<file path="config.mk">
export PLATFORM = sky130hd
export DESIGN_NAME = redmule_cfg_tiler_flat
export DESIGN_NICKNAME = d
export VERILOG_FILES = /design/src/rtl/redmule_cfg_tiler_if.sv /design/src/rtl/redmule_cfg_tiler.sv /design/src/flat_wrapper.sv
export SDC_FILE = /design/constraint.sdc
export NUM_CORES = 1
export LEC_CHECK = 0
export ABC_AREA = 0
export BUFFER_PORTS_ARGS = -buffer_cell sky130_fd_sc_hd__buf_2
export CELL_PAD_IN_SITES_DETAIL_PLACEMENT = 0
export CELL_PAD_IN_SITES_GLOBAL_PLACEMENT = 1
export CORE_MARGIN = 1.5
export CORE_UTILIZATION = 37
export DETAILED_ROUTE_END_ITERATION = 10
export PLACE_DENSITY_LB_ADDON = 0.1
export SYNTH_ARGS = -nofsm -noshare
export SYNTH_HDL_FRONTEND = slang
export SYNTH_SLANG_ARGS = --single-unit
</file>
<file path="constraint.sdc">
create_clock -name clk_i -period 5.8 [get_ports clk_i]
set_input_delay 0.29 -clock clk_i [delete_from_list [all_inputs] [get_ports clk_i]]
set_output_delay 0.29 -clock clk_i [all_outputs]
set_load 0.05 [all_outputs]
</file>
<file path="src/rtl/redmule_cfg_tiler_if.sv">
// Request/result bundle between the register file, the tiler and the scheduler.
// The slave modport is the tiler side; the master modport is the requester/consumer side.
interface redmule_cfg_tiler_if;
    logic        cfg_valid_i;
    logic        cfg_ready_o;
    logic [15:0] m_size_i;
    logic [15:0] n_size_i;
    logic [15:0] k_size_i;
    logic        fmt_i;
    logic        out_valid_o;
    logic        out_ready_i;
    logic [15:0] x_rows_iter_o;
    logic [15:0] x_cols_iter_o;
    logic [15:0] w_rows_iter_o;
    logic [15:0] w_cols_iter_o;
    logic [7:0]  x_rows_lftovr_o;
    logic [7:0]  x_cols_lftovr_o;
    logic [7:0]  w_rows_lftovr_o;
    logic [7:0]  w_cols_lftovr_o;
    logic [15:0] tot_stores_o;
    logic [31:0] x_d1_stride_o;
    logic [31:0] w_d0_stride_o;
    logic [31:0] yz_d0_stride_o;
    logic [31:0] yz_d2_stride_o;
    logic        small_n_o;
    logic        small_k_o;
    logic        err_o;
    logic        ovf_o;

    modport slave (
        input  cfg_valid_i, m_size_i, n_size_i, k_size_i, fmt_i, out_ready_i,
        output cfg_ready_o, out_valid_o,
               x_rows_iter_o, x_cols_iter_o, w_rows_iter_o, w_cols_iter_o,
               x_rows_lftovr_o, x_cols_lftovr_o, w_rows_lftovr_o, w_cols_lftovr_o,
               tot_stores_o, x_d1_stride_o, w_d0_stride_o, yz_d0_stride_o, yz_d2_stride_o,
               small_n_o, small_k_o, err_o, ovf_o
    );

    modport master (
        output cfg_valid_i, m_size_i, n_size_i, k_size_i, fmt_i, out_ready_i,
        input  cfg_ready_o, out_valid_o,
               x_rows_iter_o, x_cols_iter_o, w_rows_iter_o, w_cols_iter_o,
               x_rows_lftovr_o, x_cols_lftovr_o, w_rows_lftovr_o, w_cols_lftovr_o,
               tot_stores_o, x_d1_stride_o, w_d0_stride_o, yz_d0_stride_o, yz_d2_stride_o,
               small_n_o, small_k_o, err_o, ovf_o
    );
endinterface

</file>
<file path="src/rtl/redmule_cfg_tiler.sv">
// GEMM tiling calculator: one shared restoring divider and one shift-add multiplier.
// Latency 64 cycles accept-to-valid (0 for zero-size); results held until out_ready_i, one-cycle bubble after.
// Stride outputs exist only when REDMULE_TILER_STRIDES_EN is defined, otherwise they are tied to 0.
module redmule_cfg_tiler #(
    parameter int unsigned ARRAY_WIDTH  = 12,
    parameter int unsigned ARRAY_HEIGHT = 4,
    parameter int unsigned PIPE_REGS    = 3,
    parameter int unsigned DATA_W       = 288,
    parameter int unsigned MEMDW        = 32
) (
    input  logic                clk_i,
    input  logic                clear_i,
    redmule_cfg_tiler_if.slave  bus
);
    localparam int unsigned TILE = (PIPE_REGS + 1) * ARRAY_HEIGHT;
    localparam logic [7:0]  D16  = 8'((DATA_W - MEMDW) / 16);
    localparam logic [7:0]  D8   = 8'((DATA_W - MEMDW) / 8);
    localparam logic [7:0]  AW   = 8'(ARRAY_WIDTH);
    localparam logic [15:0] AH   = 16'(ARRAY_HEIGHT);
    localparam logic [15:0] TL   = 16'(TILE);

    typedef enum logic [2:0] {IDLE, DIV_M, DIV_N, DIV_K, MUL, DONE} state_t;
    state_t state, state_nxt;

    logic [3:0]  cnt;
    logic [15:0] m_q, n_q, k_q;
    logic        fmt_q;
    logic [15:0] dq;
    logic [7:0]  rem;
    logic [31:0] mul_a, mul_acc;
    logic [15:0] xr_iter, xc_iter, wc_iter;
    logic [7:0]  xr_lft, xc_lft, wc_lft;

    logic [15:0] x_rows_iter_q, x_cols_iter_q, w_rows_iter_q, w_cols_iter_q, tot_stores_q;
    logic [7:0]  x_rows_lftovr_q, x_cols_lftovr_q, w_rows_lftovr_q, w_cols_lftovr_q;
    logic        small_n_q, small_k_q, err_q, ovf_q;

    logic        accept, zero_req, last, load_res, load_zero, ge, ovf_nxt;
    logic [7:0]  divisor, rem_nxt;
    logic [8:0]  trial, diff;
    logic [15:0] q_nxt, iter_nxt;
    logic [31:0] prod_nxt;

    assign accept    = bus.cfg_valid_i && (state == IDLE);
    assign zero_req  = (bus.m_size_i == 16'd0) || (bus.n_size_i == 16'd0) || (bus.k_size_i == 16'd0);
    assign last      = (cnt == 4'hF);
    assign load_res  = (state == MUL) && last;
    assign load_zero = accept && zero_req;

    // One restoring step; remainder stays below the 8-bit divisor, so bit 8 of diff is the borrow.
    assign divisor  = (state == DIV_M) ? AW : (fmt_q ? D8 : D16);
    assign trial    = {rem, dq[15]};
    assign diff     = trial - {1'b0, divisor};
    assign ge       = ~diff[8];
    assign rem_nxt  = ge ? diff[7:0] : trial[7:0];
    assign q_nxt    = {dq[14:0], ge};
    assign iter_nxt = q_nxt + {15'd0, (rem_nxt != 8'd0)};

    // During MUL, dq holds the multiplier and shifts right one bit per cycle.
    assign prod_nxt = mul_acc + (dq[0] ? mul_a : 32'd0);
    assign ovf_nxt  = |prod_nxt[31:16];

    always_ff @(posedge clk_i) begin
        if (clear_i) state <= IDLE;
        else         state <= state_nxt;
    end

    always_comb begin
        state_nxt = state;
        case (state)
            IDLE:    if (accept) state_nxt = zero_req ? DONE : DIV_M;
            DIV_M:   if (last) state_nxt = DIV_N;
            DIV_N:   if (last) state_nxt = DIV_K;
            DIV_K:   if (last) state_nxt = MUL;
            MUL:     if (last) state_nxt = DONE;
            DONE:    if (bus.out_ready_i) state_nxt = IDLE;
            default: state_nxt = IDLE;
        endcase
    end

    always_ff @(posedge clk_i) begin
        if (clear_i) begin
            cnt <= '0; m_q <= '0; n_q <= '0; k_q <= '0; fmt_q <= 1'b0;
            dq <= '0; rem <= '0; mul_a <= '0; mul_acc <= '0;
            xr_iter <= '0; xc_iter <= '0; wc_iter <= '0;
            xr_lft <= '0; xc_lft <= '0; wc_lft <= '0;
            x_rows_iter_q <= '0; x_cols_iter_q <= '0; w_rows_iter_q <= '0; w_cols_iter_q <= '0;
            x_rows_lftovr_q <= '0; x_cols_lftovr_q <= '0; w_rows_lftovr_q <= '0; w_cols_lftovr_q <= '0;
            tot_stores_q <= '0; small_n_q <= 1'b0; small_k_q <= 1'b0; err_q <= 1'b0; ovf_q <= 1'b0;
        end else begin
            case (state)
                IDLE: begin
                    if (accept) begin
                        m_q   <= bus.m_size_i;
                        n_q   <= bus.n_size_i;
                        k_q   <= bus.k_size_i;
                        fmt_q <= bus.fmt_i;
                        dq    <= bus.m_size_i;
                        rem   <= '0;
                        cnt   <= '0;
                    end
                    if (load_zero) begin
                        x_rows_iter_q <= '0; x_cols_iter_q <= '0; w_rows_iter_q <= '0; w_cols_iter_q <= '0;
                        x_rows_lftovr_q <= '0; x_cols_lftovr_q <= '0; w_rows_lftovr_q <= '0; w_cols_lftovr_q <= '0;
                        tot_stores_q <= '0; small_n_q <= 1'b0; small_k_q <= 1'b0; err_q <= 1'b1; ovf_q <= 1'b0;
                    end
                end
                DIV_M, DIV_N, DIV_K: begin
                    cnt <= cnt + 4'd1;
                    dq  <= q_nxt;
                    rem <= rem_nxt;
                    if (last) begin
                        rem <= '0;
                        if (state == DIV_M) begin
                            xr_iter <= iter_nxt; xr_lft <= rem_nxt; dq <= n_q;
                        end else if (state == DIV_N) begin
                            xc_iter <= iter_nxt; xc_lft <= rem_nxt; dq <= k_q;
                        end else begin
                            wc_iter <= iter_nxt; wc_lft <= rem_nxt; dq <= iter_nxt;
                            mul_a   <= {16'd0, xr_iter};
                            mul_acc <= '0;
                        end
                    end
                end
                MUL: begin
                    cnt     <= cnt + 4'd1;
                    mul_acc <= prod_nxt;
                    mul_a   <= {mul_a[30:0], 1'b0};
                    dq      <= {1'b0, dq[15:1]};
                    if (last) begin
                        x_rows_iter_q   <= xr_iter;
                        x_cols_iter_q   <= xc_iter;
                        w_rows_iter_q   <= n_q;
                        w_cols_iter_q   <= wc_iter;
                        x_rows_lftovr_q <= xr_lft;
                        x_cols_lftovr_q <= xc_lft;
                        w_rows_lftovr_q <= 8'(n_q % AH);
                        w_cols_lftovr_q <= wc_lft;
                        tot_stores_q    <= ovf_nxt ? 16'hFFFF : prod_nxt[15:0];
                        ovf_q           <= ovf_nxt;
                        err_q           <= 1'b0;
                        small_n_q       <= (n_q < AH);
                        small_k_q       <= (k_q < TL);
                    end
                end
                default: ;
            endcase
        end
    end

`ifdef REDMULE_TILER_STRIDES_EN
    logic [31:0] nb, kb;
    logic [31:0] x_d1_q, w_d0_q, yz_d0_q, yz_d2_q;

    assign nb = fmt_q ? {16'd0, n_q} : {15'd0, n_q, 1'b0};
    assign kb = fmt_q ? {16'd0, k_q} : {15'd0, k_q, 1'b0};

    always_ff @(posedge clk_i) begin
        if (clear_i || load_zero) begin
            x_d1_q <= '0; w_d0_q <= '0; yz_d0_q <= '0; yz_d2_q <= '0;
        end else if (load_res) begin
            x_d1_q  <= nb;
            w_d0_q  <= kb;
            yz_d0_q <= kb;
            yz_d2_q <= kb * 32'(ARRAY_WIDTH);
        end
    end

    assign bus.x_d1_stride_o  = x_d1_q;
    assign bus.w_d0_stride_o  = w_d0_q;
    assign bus.yz_d0_stride_o = yz_d0_q;
    assign bus.yz_d2_stride_o = yz_d2_q;
`else
    assign bus.x_d1_stride_o  = '0;
    assign bus.w_d0_stride_o  = '0;
    assign bus.yz_d0_stride_o = '0;
    assign bus.yz_d2_stride_o = '0;
`endif

    assign bus.cfg_ready_o     = (state == IDLE);
    assign bus.out_valid_o     = (state == DONE);
    assign bus.x_rows_iter_o   = x_rows_iter_q;
    assign bus.x_cols_iter_o   = x_cols_iter_q;
    assign bus.w_rows_iter_o   = w_rows_iter_q;
    assign bus.w_cols_iter_o   = w_cols_iter_q;
    assign bus.x_rows_lftovr_o = x_rows_lftovr_q;
    assign bus.x_cols_lftovr_o = x_cols_lftovr_q;
    assign bus.w_rows_lftovr_o = w_rows_lftovr_q;
    assign bus.w_cols_lftovr_o = w_cols_lftovr_q;
    assign bus.tot_stores_o    = tot_stores_q;
    assign bus.small_n_o       = small_n_q;
    assign bus.small_k_o       = small_k_q;
    assign bus.err_o           = err_q;
    assign bus.ovf_o           = ovf_q;
endmodule

</file>
<file path="src/flat_wrapper.sv">
// flat-port wrapper written by rule: the top's interface ports become plain ports
module redmule_cfg_tiler_flat 
#(
    parameter int unsigned ARRAY_WIDTH  = 12,
    parameter int unsigned ARRAY_HEIGHT = 4,
    parameter int unsigned PIPE_REGS    = 3,
    parameter int unsigned DATA_W       = 288,
    parameter int unsigned MEMDW        = 32
)
  (clk_i, clear_i, bus_cfg_valid_i, bus_m_size_i, bus_n_size_i, bus_k_size_i, bus_fmt_i, bus_out_ready_i, bus_cfg_ready_o, bus_out_valid_o, bus_x_rows_iter_o, bus_x_cols_iter_o, bus_w_rows_iter_o, bus_w_cols_iter_o, bus_x_rows_lftovr_o, bus_x_cols_lftovr_o, bus_w_rows_lftovr_o, bus_w_cols_lftovr_o, bus_tot_stores_o, bus_x_d1_stride_o, bus_w_d0_stride_o, bus_yz_d0_stride_o, bus_yz_d2_stride_o, bus_small_n_o, bus_small_k_o, bus_err_o, bus_ovf_o);
  redmule_cfg_tiler_if bus_i ();
  input  logic clk_i;
  input  logic clear_i;
  input wire logic [$bits(bus_i.cfg_valid_i)-1:0] bus_cfg_valid_i;
  input wire logic [$bits(bus_i.m_size_i)-1:0] bus_m_size_i;
  input wire logic [$bits(bus_i.n_size_i)-1:0] bus_n_size_i;
  input wire logic [$bits(bus_i.k_size_i)-1:0] bus_k_size_i;
  input wire logic [$bits(bus_i.fmt_i)-1:0] bus_fmt_i;
  input wire logic [$bits(bus_i.out_ready_i)-1:0] bus_out_ready_i;
  output wire logic [$bits(bus_i.cfg_ready_o)-1:0] bus_cfg_ready_o;
  output wire logic [$bits(bus_i.out_valid_o)-1:0] bus_out_valid_o;
  output wire logic [$bits(bus_i.x_rows_iter_o)-1:0] bus_x_rows_iter_o;
  output wire logic [$bits(bus_i.x_cols_iter_o)-1:0] bus_x_cols_iter_o;
  output wire logic [$bits(bus_i.w_rows_iter_o)-1:0] bus_w_rows_iter_o;
  output wire logic [$bits(bus_i.w_cols_iter_o)-1:0] bus_w_cols_iter_o;
  output wire logic [$bits(bus_i.x_rows_lftovr_o)-1:0] bus_x_rows_lftovr_o;
  output wire logic [$bits(bus_i.x_cols_lftovr_o)-1:0] bus_x_cols_lftovr_o;
  output wire logic [$bits(bus_i.w_rows_lftovr_o)-1:0] bus_w_rows_lftovr_o;
  output wire logic [$bits(bus_i.w_cols_lftovr_o)-1:0] bus_w_cols_lftovr_o;
  output wire logic [$bits(bus_i.tot_stores_o)-1:0] bus_tot_stores_o;
  output wire logic [$bits(bus_i.x_d1_stride_o)-1:0] bus_x_d1_stride_o;
  output wire logic [$bits(bus_i.w_d0_stride_o)-1:0] bus_w_d0_stride_o;
  output wire logic [$bits(bus_i.yz_d0_stride_o)-1:0] bus_yz_d0_stride_o;
  output wire logic [$bits(bus_i.yz_d2_stride_o)-1:0] bus_yz_d2_stride_o;
  output wire logic [$bits(bus_i.small_n_o)-1:0] bus_small_n_o;
  output wire logic [$bits(bus_i.small_k_o)-1:0] bus_small_k_o;
  output wire logic [$bits(bus_i.err_o)-1:0] bus_err_o;
  output wire logic [$bits(bus_i.ovf_o)-1:0] bus_ovf_o;
  assign bus_i.cfg_valid_i = bus_cfg_valid_i;
  assign bus_i.m_size_i = bus_m_size_i;
  assign bus_i.n_size_i = bus_n_size_i;
  assign bus_i.k_size_i = bus_k_size_i;
  assign bus_i.fmt_i = bus_fmt_i;
  assign bus_i.out_ready_i = bus_out_ready_i;
  assign bus_cfg_ready_o = bus_i.cfg_ready_o;
  assign bus_out_valid_o = bus_i.out_valid_o;
  assign bus_x_rows_iter_o = bus_i.x_rows_iter_o;
  assign bus_x_cols_iter_o = bus_i.x_cols_iter_o;
  assign bus_w_rows_iter_o = bus_i.w_rows_iter_o;
  assign bus_w_cols_iter_o = bus_i.w_cols_iter_o;
  assign bus_x_rows_lftovr_o = bus_i.x_rows_lftovr_o;
  assign bus_x_cols_lftovr_o = bus_i.x_cols_lftovr_o;
  assign bus_w_rows_lftovr_o = bus_i.w_rows_lftovr_o;
  assign bus_w_cols_lftovr_o = bus_i.w_cols_lftovr_o;
  assign bus_tot_stores_o = bus_i.tot_stores_o;
  assign bus_x_d1_stride_o = bus_i.x_d1_stride_o;
  assign bus_w_d0_stride_o = bus_i.w_d0_stride_o;
  assign bus_yz_d0_stride_o = bus_i.yz_d0_stride_o;
  assign bus_yz_d2_stride_o = bus_i.yz_d2_stride_o;
  assign bus_small_n_o = bus_i.small_n_o;
  assign bus_small_k_o = bus_i.small_k_o;
  assign bus_err_o = bus_i.err_o;
  assign bus_ovf_o = bus_i.ovf_o;
  redmule_cfg_tiler #(.ARRAY_WIDTH(ARRAY_WIDTH), .ARRAY_HEIGHT(ARRAY_HEIGHT), .PIPE_REGS(PIPE_REGS), .DATA_W(DATA_W), .MEMDW(MEMDW)) u_core (.clk_i(clk_i), .clear_i(clear_i), .bus(bus_i));
endmodule
</file>
==> impl_results.md <==
* Final setup TNS at 0 ns
* Vias per cell at 5.30
* # clock sinks at 308
* Row cnt at 73
* HP Class: in2reg
* Synth cell types at 60
* Post-synth EDFFs at 0
* Actual slew at the worst max-slew pin at 1.14 ns
* Reg-to-Reg Start: u_core.state[0]
* Pwr/cell area at 303 nW/um^2
* M1 GR Usage at 0.306
* Initial core utilization at 0.378
* Grt met2 use at 0.396
* Cells after Synth at 1,900
* Worst-path clk slew at 0.06 ns
* Area after DPL at 15,800 um^2
* Die area at 42,100 um^2
* Max Transition Viols Final at 0
* Crit path kind: reg2reg
* Layout area overhead at 15.1%
* # DRC at 0
* Die Height at 205 um
* CTS root buf: clkbuf_16
* Final Hold Fails at 0
* Antenna Nets Post-Route at 0
* Largest net degree at the start of global routing at 176
* Final min period at 5.28 ns
* VDD IR max at 186 uV
* Max frequency at 189 MHz
* WL/cell at 19.3 um
* WL final at 49,600 um
* First-pass DRT Iterations at 6
* Status: finished, final reports clean
* Global-route wire length before repair at 76,200 um
* Crit. End Element: register
* Routability cong. at 0.861
* GR peak layer: met2
* Syn Area/Cell at 7.97 um^2
* Total CTS buffers at 37
* CTS tree: built
* GRT Util Overall at 0.233
* Kind of start point of the critical path: register
* Sequential area share after synthesis at 0.407
* HPWL after DPL at 34,200 um
* Syn. warnings at 0
* Flops & latches, synth at 308
* Initial antenna violation count at 0
* Met3 Track Usage GR at 0.0364
* Post-synth ARST share at 0
* Final Skew at 0.0254 ns
* H-tree Lvls at 2
* Final period util at 0.911
* Die Wd at 205 um
* Post-Syn Area at 15,100 um^2
* Final net count at 2,120
* Crit path DAT at 5.76 ns
* Max Cap Viol at 0
* GR Overflow Total at 0
* Critical path origin: u_core.state[0]
* Share of cells above drive strength 1 at 0.136
* Critical Path RT at 6.27 ns
* Max Fanout on Critical Path at 10
* Core ar. at 40,000 um^2
* Overall power at 5290 uW
* Vias in the first global route at 13,000
* Leakage Power at 0.00700 uW
* Initial drt markers at 832
* DR vias at 13,600
* Fill cells at 4,186
* Max Buffers Root-to-Sink at 3
* Ys flop type: dfxtp_1
* Antenna diodes at 0
* Clock latency at the later pin of the worst-skew pair at 0.57 ns
* Slew margin rel. at 0.237
* Port bufs at 164
* Finished layout cell area at 17,400 um^2
* Ports at 299
* Final count of negative-setup-slack endpoints at 0
* HP Start: bus_m_size_i[9]
==> Yosys cell counts (19+ instances only) <==
master | count | area (um^2)
dfxtp_1 | 308 | 6170
nor2_1 | 293 | 1100
nand2_1 | 223 | 837
a21oi_1 | 156 | 781
buf_4 | 136 | 1020
clkbuf_1 | 127 | 477
a22oi_1 | 105 | 788
a211oi_1 | 83 | 623
o21ai_0 | 51 | 255
nand3_1 | 41 | 205
ha_1 | 38 | 475
and2_1 | 35 | 219
a31oi_1 | 33 | 206
nor3_1 | 32 | 160
xnor2_1 | 27 | 236
nor4_1 | 26 | 163
xor2_1 | 24 | 210
a311oi_1 | 19 | 166
==> final cells by class <==
class                      count  area, um^2  area share
timing repair buffer         233        1440      0.0828
clock buffer                  51        1080      0.0620
inverter                      11        41.3     0.00237
clock inverter                12         148     0.00848
multi-input combinational   1436        7880       0.453
sequential                   308        6170       0.354
tap                          525         657      0.0377
==> path summary, 6_finish.rpt <==
check / endpoint / slack, ns / cells after the start
setup / recovery: u_core.dq[8] / 0.52 / 27
hold / removal: u_core.dq[9] / 0.1 / 3
setup reg to reg: u_core.dq[8] / 0.52 / 27
hold reg to reg: u_core.k_q[2] / 0.46 / 2
==> placed cells by master, fill, tap and decap left out, types with 5 or more instances in the layout <==
cell type / count
dfxtp_1: 308
nor2_1: 289
nand2_1: 222
buf_2: 163
a21oi_1: 156
conb_1: 134
a22oi_1: 105
a211oi_1: 83
o21ai_0: 51
nand3_1: 40
ha_1: 38
clkbuf_16: 38
and2_1: 36
buf_4: 35
a31oi_1: 33
dlygate4sd3_1: 33
nor3_1: 32
xnor2_1: 26
nor4_1: 25
xor2_1: 24
a311oi_1: 19
nand4_1: 18
inv_1: 10
a21o_1: 10
o211ai_1: 9
clkbuf_8: 9
mux2i_1: 8
and3_1: 8
o22ai_1: 6
nand2b_1: 5
clkinv_2: 5
clkbuf_1: 5
==> report_power, final <==
group | total (uW) | internal, uW | switching [uW] | leakage (uW)
logic | 731 | 211 | 519 | 0.00390
registers | 2210 | 2150 | 56.9 | 0.00249
clock network | 2350 | 1400 | 951 | 0.000609
==> cell families after synthesis <==
logic type | Yosys count | share of synthesized area
xor+xnor | 51 | 0.0295
buf+inv | 289 | 0.108
compound gates | 503 | 0.217
mux | 8 | 0.00529
simple gates | 700 | 0.199
fa+ha+maj | 40 | 0.0341
flops | 308 | 0.407
other cells | 1 | 0.000248
==> layer usage <==
layer,wire length (um),share of wire
met4,1100,0.022
met2,23900,0.48
met5,0,0
met3,2380,0.048
met1,22200,0.45
==> sequential cells by signal, indices dropped and copies added (netlist names), 3 cells and up <==
signal / count
u_core.wc_lft: 8
u_core.rem: 8
u_core.mul_acc: 32
u_core.cnt: 4
u_core.bus.w_cols_iter_o: 16
u_core.wc_iter: 16
u_core.mul_a: 32
u_core.xc_lft: 8
u_core.k_q: 16
u_core.bus.x_cols_lftovr_o: 8
u_core.dq: 16
u_core.xr_lft: 8
u_core.xr_iter: 16
u_core.bus.x_rows_iter_o: 16
u_core.bus.x_rows_lftovr_o: 8
u_core.n_q: 16
u_core.state: 3
u_core.bus.x_cols_iter_o: 16
u_core.xc_iter: 16
u_core.bus.w_cols_lftovr_o: 8
u_core.bus.tot_stores_o: 16
u_core.bus.w_rows_iter_o: 16
==> stage by stage <==
step                      hold slack [ns]  setup WS [ns]   util  cells
final                              0.0998          0.516  0.435   2576
after global routing                0.115        -0.0423  0.435   2576
after CTS                          0.0753          0.368  0.435   2576
after detailed placement            0.450          0.361  0.396   2480
after global placement              0.443          0.409  0.396   2480
after floorplan                     0.426          0.125      -   2033
==> worst max-delay path: stages, from the launching register on <==
cell and delay (ns):
dfxtp_1 0.32, or3b_2 0.55, inv_2 0.09, ha_1 0.13, inv_1 0.06, fa_1 0.45, a21oi_1 0.17, nor2b_1 0.09
nor4_2 0.24, xnor2_2 0.26, nand2_1 0.14, xor2_1 0.17, buf_4 0.16, nand3_1 0.08, nor3_1 0.05, nand4_1 0.10
ha_1 0.23, ha_1 0.21, nand3_1 0.22, nor2_1 0.24, nand3_1 0.11, xor2_1 0.16, buf_4 0.16, a211oi_1 0.22
a21oi_1 0.06, o21ai_0 0.17, a221oi_1 0.10, a311oi_1 0.26
==> timing repair <==
action                                  in CTS  in global routing
hold buffers                                33                  0
setup buffers                                0                  0
resized for setup                            0                  2
hold endpoints to repair                    33                  0
endpoints found under the setup margin       0                  4
(Power assumes the default switching activity.)
